==> config.mk <==
export PLATFORM = sky130hd
export DESIGN_NAME = dac_spi_receiver
export DESIGN_NICKNAME = d
export VERILOG_FILES = /design/src/rtl/dac_spi_receiver.sv
export SDC_FILE = /design/constraint.sdc
export NUM_CORES = 1
export LEC_CHECK = 0
export ABC_AREA = 1
export BUFFER_PORTS_ARGS = -buffer_cell sky130_fd_sc_hd__buf_2
export CAP_MARGIN = 20
export CORE_UTILIZATION = 33
export CTS_CLUSTER_SIZE = 40
export DETAILED_ROUTE_END_ITERATION = 10
export HOLD_SLACK_MARGIN = 0.05
export SYNTH_ARGS = -nofsm -noshare
export SYNTH_HDL_FRONTEND = slang
export SYNTH_SLANG_ARGS = --single-unit
==> constraint.sdc <==
create_clock -name clk -period 1.8 [get_ports clk]
set_input_delay 0.54 -clock clk [delete_from_list [all_inputs] [get_ports clk]]
set_output_delay 0.54 -clock clk [all_outputs]
set_load 0.01 [all_outputs]
==> src/rtl/dac_spi_receiver.sv <==
// SPI responder modelling a double-buffered dual 12-bit DAC: oversampled SPI decode
// into per-channel input registers, transferred to outputs on a latchn falling edge.
module dac_spi_receiver #(
  parameter int unsigned FRAME_BITS  = 16,
  parameter int unsigned DATA_BITS   = 12,
  parameter int unsigned SYNC_STAGES = 2
) (
  input  logic                 clk,
  input  logic                 reset_n,
  input  logic                 spi_csn,
  input  logic                 spi_sclk,
  input  logic                 spi_mosi,
  input  logic                 spi_latchn,
  output logic [DATA_BITS-1:0] dac_a,
  output logic [DATA_BITS-1:0] dac_b,
  output logic                 gain_a,
  output logic                 gain_b,
  output logic                 shdn_a,
  output logic                 shdn_b,
  output logic                 update,
  output logic                 frame_valid,
  output logic                 frame_err,
  output logic [7:0]           frame_count
);

  localparam int unsigned CNT_W = $clog2(FRAME_BITS + 2);
  localparam int unsigned IN_W  = DATA_BITS + 2;
  localparam logic [IN_W-1:0] IN_RST = {2'b11, {DATA_BITS{1'b0}}};

  typedef enum logic [1:0] {
    S_IDLE,
    S_SHIFT,
    S_COMMIT
  } state_t;

  logic [SYNC_STAGES-1:0] r_csn_sync, r_sclk_sync, r_mosi_sync, r_latchn_sync;
  logic [SYNC_STAGES-1:0] r_fill;
  logic                   r_csn_prev, r_sclk_prev, r_mosi_prev, r_latchn_prev;
  logic                   r_csn_fall, r_csn_rise, r_sclk_rise, r_latch_fall;
  logic                   r_csn_armed, r_latch_armed;
  logic                   w_csn_s, w_sclk_s, w_mosi_s, w_latchn_s, w_filled;
  logic                   w_csn_fall, w_latch;

  state_t                 r_state, w_state_nxt;
  logic                   w_clear, w_shift, w_commit;
  logic [FRAME_BITS-1:0]  r_shift;
  logic [CNT_W-1:0]       r_bit_cnt;

  logic                   w_commit_ok, w_commit_err, w_sel_b;
  logic [IN_W-1:0]        w_new, w_fwd_a, w_fwd_b;
  logic [IN_W-1:0]        r_in_a, r_in_b, r_out_a, r_out_b;
  logic                   r_update, r_frame_valid, r_frame_err;
  logic [7:0]             r_frame_count;

  assign w_csn_s    = r_csn_sync[SYNC_STAGES-1];
  assign w_sclk_s   = r_sclk_sync[SYNC_STAGES-1];
  assign w_mosi_s   = r_mosi_sync[SYNC_STAGES-1];
  assign w_latchn_s = r_latchn_sync[SYNC_STAGES-1];
  assign w_filled   = r_fill[SYNC_STAGES-1];

  // Edges are registered so that mosi (via r_mosi_prev) lines up with r_sclk_rise.
  always_ff @(posedge clk or negedge reset_n) begin
    if (!reset_n) begin
      r_csn_sync    <= '1;
      r_latchn_sync <= '1;
      r_sclk_sync   <= '0;
      r_mosi_sync   <= '0;
      r_fill        <= '0;
      r_csn_prev    <= 1'b1;
      r_latchn_prev <= 1'b1;
      r_sclk_prev   <= 1'b0;
      r_mosi_prev   <= 1'b0;
      r_csn_fall    <= 1'b0;
      r_csn_rise    <= 1'b0;
      r_sclk_rise   <= 1'b0;
      r_latch_fall  <= 1'b0;
      r_csn_armed   <= 1'b0;
      r_latch_armed <= 1'b0;
    end else begin
      r_csn_sync    <= {r_csn_sync[SYNC_STAGES-2:0], spi_csn};
      r_sclk_sync   <= {r_sclk_sync[SYNC_STAGES-2:0], spi_sclk};
      r_mosi_sync   <= {r_mosi_sync[SYNC_STAGES-2:0], spi_mosi};
      r_latchn_sync <= {r_latchn_sync[SYNC_STAGES-2:0], spi_latchn};
      r_fill        <= {r_fill[SYNC_STAGES-2:0], 1'b1};
      r_csn_prev    <= w_csn_s;
      r_sclk_prev   <= w_sclk_s;
      r_mosi_prev   <= w_mosi_s;
      r_latchn_prev <= w_latchn_s;
      r_csn_fall    <= r_csn_prev & ~w_csn_s;
      r_csn_rise    <= ~r_csn_prev & w_csn_s;
      r_sclk_rise   <= ~r_sclk_prev & w_sclk_s;
      r_latch_fall  <= r_latchn_prev & ~w_latchn_s;
      // Only a genuinely sampled high level arms falling-edge detection after reset.
      r_csn_armed   <= r_csn_armed | (w_filled & w_csn_s);
      r_latch_armed <= r_latch_armed | (w_filled & w_latchn_s);
    end
  end

  assign w_csn_fall = r_csn_fall & r_csn_armed;
  assign w_latch    = r_latch_fall & r_latch_armed;

  always_ff @(posedge clk or negedge reset_n) begin
    if (!reset_n) r_state <= S_IDLE;
    else          r_state <= w_state_nxt;
  end

  always_comb begin
    w_state_nxt = r_state;
    w_clear     = 1'b0;
    w_shift     = 1'b0;
    w_commit    = 1'b0;
    case (r_state)
      S_IDLE: begin
        if (w_csn_fall) begin
          w_state_nxt = S_SHIFT;
          w_clear     = 1'b1;
        end
      end
      S_SHIFT: begin
        if (w_csn_fall) begin
          w_clear = 1'b1;
        end else begin
          w_shift = r_sclk_rise;
          if (r_csn_rise) w_state_nxt = S_COMMIT;
        end
      end
      S_COMMIT: begin
        w_commit = 1'b1;
        if (w_csn_fall) begin
          w_state_nxt = S_SHIFT;
          w_clear     = 1'b1;
        end else begin
          w_state_nxt = S_IDLE;
        end
      end
      default: w_state_nxt = S_IDLE;
    endcase
  end

  always_ff @(posedge clk or negedge reset_n) begin
    if (!reset_n) begin
      r_shift   <= '0;
      r_bit_cnt <= '0;
    end else if (w_clear) begin
      r_shift   <= '0;
      r_bit_cnt <= '0;
    end else if (w_shift) begin
      r_shift <= {r_shift[FRAME_BITS-2:0], r_mosi_prev};
      if (r_bit_cnt != CNT_W'(FRAME_BITS + 1)) r_bit_cnt <= r_bit_cnt + 1'b1;
    end
  end

  assign w_commit_ok  = w_commit && (r_bit_cnt == CNT_W'(FRAME_BITS));
  assign w_commit_err = w_commit && !w_commit_ok;
  assign w_sel_b      = r_shift[FRAME_BITS-1];
  assign w_new        = {r_shift[FRAME_BITS-3], ~r_shift[FRAME_BITS-4], r_shift[DATA_BITS-1:0]};
  // A latch coinciding with a commit forwards the frame being committed.
  assign w_fwd_a      = (w_commit_ok && !w_sel_b) ? w_new : r_in_a;
  assign w_fwd_b      = (w_commit_ok &&  w_sel_b) ? w_new : r_in_b;

  always_ff @(posedge clk or negedge reset_n) begin
    if (!reset_n) begin
      r_in_a        <= IN_RST;
      r_in_b        <= IN_RST;
      r_out_a       <= IN_RST;
      r_out_b       <= IN_RST;
      r_update      <= 1'b0;
      r_frame_valid <= 1'b0;
      r_frame_err   <= 1'b0;
      r_frame_count <= '0;
    end else begin
      r_update      <= w_latch;
      r_frame_valid <= w_commit_ok;
      r_frame_err   <= w_commit_err;
      if (w_commit_ok) begin
        r_in_a        <= w_fwd_a;
        r_in_b        <= w_fwd_b;
        r_frame_count <= r_frame_count + 8'd1;
      end
      if (w_latch) begin
        r_out_a <= w_fwd_a;
        r_out_b <= w_fwd_b;
      end
    end
  end

  assign dac_a       = r_out_a[DATA_BITS-1:0];
  assign dac_b       = r_out_b[DATA_BITS-1:0];
  assign shdn_a      = r_out_a[DATA_BITS];
  assign shdn_b      = r_out_b[DATA_BITS];
  assign gain_a      = r_out_a[DATA_BITS+1];
  assign gain_b      = r_out_b[DATA_BITS+1];
  assign update      = r_update;
  assign frame_valid = r_frame_valid;
  assign frame_err   = r_frame_err;
  assign frame_count = r_frame_count;

endmodule

==> flow_summary.yaml <==
run_status:
  status: "complete, no violations"
sta:
  maxSlewViolCount: 0
  finalSetupTns_ns: 0
  min_period_ns: 1.64
  hold_violations: 0
  setup_violations: 0
  max-slew-margin-rel_pct: 36.0
  fin_crit_sh_pct: 91.2
  fmax_mhz: 609
  setup_ws_ns: 0.158
  rsz0062_at_grt: "no"
  clock_skew_ns: 0.00719
  tightest_slew_ns: 0.959
placement:
  routabilityCongestion: 0.760
  port_buffers: 44
  post-dp-hpwl_um: 5680
  place_ws_ns: 0.130
worst_setup_path:
  cpMostUsedCell: "nand2_1"
  crit_fanout: 10
  crit_required_ns: 2.03
  arrival_ns: 1.87
  cpPeakStageDelay_ns: 0.42
  worstPathBufferInverterCount: 2
  path_cells: "inv_1, ha_1, nand3_2, nor2_4, buf_4, nand2_1, o21ai_0, nand2_1"
  cpMaxStageDelayCell: "dfrtp_1"
  end_kind: "register"
  worstSetupPathType: "reg -> reg"
  start_kind: "register"
  cp_top_family: "simple AND/OR/NAND/NOR gates"
global_route:
  antenna_found_initial: 0
  grt_pass1_vias: 2917
  met1_usage_pct: 19.5
  grt_usage_pct: 13.3
  grt_pass1_wl_um: 14600
  busiest_layer: "met1"
  grtUsageMet3_pct: 3.33
  grt_max_degree: 64
  use_met2_pct: 18.2
  overflow: 0
clock_network:
  h-tree-depth: 3
  clock_sinks: 110
  tritoncts: "built"
  clock_path_buffers: 2
  path_clk_slew_ns: 0.07
  cts_made_buffers: 9
  cts_root_buf: "clkbuf_16"
  clk_latency_ns: 0.34
  post_cts_buffers: 0
pwr:
  p_int_mw: 3.71
  finalPower_mw: 4.96
  p_leak_nw: 2.74
  p_comb_share_pct: 9.0
  switching_share_pct: 25.2
  clock_power_share_pct: 36.7
  p_per_area_nw_per_um2: 953
  irDropWorstVdd_mv: 0.398
  pwr-share-seq_pct: 54.3
  switchingPower_mw: 1.25
logic_synthesis:
  synthDistinctLibCells: 28
  syn_avg_cell_area_um2: 9.54
  synth_nets: 478
  synth_edf_count: 0
  synth_commonest_cells: "nand2_1, dfrtp_1, nand3_1"
  yosys_warnings: 0
  yosys-top-cells-area: "dfrtp_1, nand2_1, nand3_1"
  yosysSeqAreaShare_pct: 62.0
  synth.most_common_cell: "nand2_1"
  ys_ff_latch: 110
  synth_cells: 468
  yosys.area.top_type_share_pct: 53.8
  synth_ff_type: "dfrtp_1"
  synth_largest_area_cell: "dfrtp_1"
  syn_area_um2: 4470
  synthArstFlopShare_pct: 100
route:
  drt_iter0_drc: 133
  wl_per_cell_um: 12.4
  drc_errors: 0
  wl_um: 8620
  num_vias: 3080
  vias_per_cell: 4.43
  ant_nets: 0
  dr.pass1.iters: 4
finish:
  syn2layout_area_growth_pct: 16.4
  fin_util_pct: 39.3
  antenna_cells: 0
  nNetsFinal: 525
  drive_gt1_share_pct: 17.7
die:
  dieArea_um2: 14000
  dieWidth_um: 118
  core_um2: 13200
  num_rows: 42
  initial_core_util_pct: 33.7
  die_h_um: 118
  ios: 45
min_path:
  hp-class: "in -> async"
flow_run:
  cap_violations: 0
## flip-flops by register name, summed over array words and instances, names as in the netlist, 2 cells and up
signal	flops
r_sclk_sync	2
r_in_a	14
r_out_a	14
r_mosi_sync	2
r_fill	2
frame_count	8
r_out_b	14
r_shift	16
r_latchn_sync	2
r_in_b	14
r_state	2
r_csn_sync	2
r_bit_cnt	5
## cell usage in the layout, fill, tap and decap left out, types with 3 or more instances in the layout
cell type,instances
nand2_1,111
dfrtp_1,96
nand3_1,75
inv_1,59
buf_2,43
and2_1,28
o21ai_0,23
dfstp_2,14
nor2_1,9
clkbuf_16,9
buf_4,9
xor2_1,6
nand4_1,4
ha_1,4
nor3_1,3
clkinv_2,3
buf_12,3
## power groups by stage
stage                     clock network, mW  logic, mW  registers, mW
final                                  1.82      0.445           2.69
after global routing                   1.98      0.513           2.71
after CTS                              1.88      0.454           2.69
after detailed placement                  0      0.449           2.74
after global placement                    0      0.437           2.73
after floorplan                           0      0.289           2.71
## final timing paths
kind	slack [ns]	depth (start not counted)	endpoint	start
max	0.16	8	frame_count[5]	r_bit_cnt[0]
min	0.18	2	r_sclk_sync[0]	reset_n
max reg2reg	0.16	8	frame_count[5]	r_bit_cnt[0]
min reg2reg	0.35	0	r_mosi_prev	r_mosi_sync[1]
max in group asynchronous	1.27	2	r_out_b[12]	reset_n
min in group clk	0.29	1	r_latchn_sync[0]	spi_latchn
## layout make-up
| type | instances | area, µm² |
|---|---|---|
| Fill cell | 1353 | 8040 |
| Clock buffer | 12 | 246 |
| Inverter | 61 | 229 |
| Sequential cell | 110 | 2770 |
| Tap cell | 176 | 220 |
| Timing Repair Buffer | 55 | 343 |
| Multi-Input combinational cell | 278 | 1370 |
| Clock inverter | 4 | 23.8 |
## repair_timing
action | 4_1_cts | 5_1_grt
resized for setup | 0 | 1
endpoints found under the hold margin | 0 | 0
endpoints found under the setup margin | 0 | 6
hold buffers | 0 | 0
## logic make-up (layout without fill, tap and decap cells)
family                   after synthesis  count (layout)  synth area share, %
AND/OR/NAND/NOR                      237             237                 24.4
flip-flops                           110             110                 62.0
buffers and inverters                 80             132                 7.48
AO/OA/AOI/OAI                         28              28                 3.33
XOR/XNOR                               8               8                 1.57
adder cells (fa/ha/maj)                4               4                 1.12
other                                  1               1               0.0840
## metrics by stage
stage / cell area [µm²] / hold WS (ns) / cells
floorplan: 4470 / 0.244 / 468
global placement: 4920 / 0.332 / 680
detailed placement: 4920 / 0.335 / 680
CTS: 5190 / 0.190 / 696
global route: 5200 / 0.195 / 696
finish: 5200 / 0.177 / 696
## routing by layer
layer  up-vias  share of wire [%]
met1      1465                 52
met4         0                1.8
li1       1555                  -
met5         -                  0
met2        49                 43
met3        11                3.8
Power figures use the tool's default switching activity.
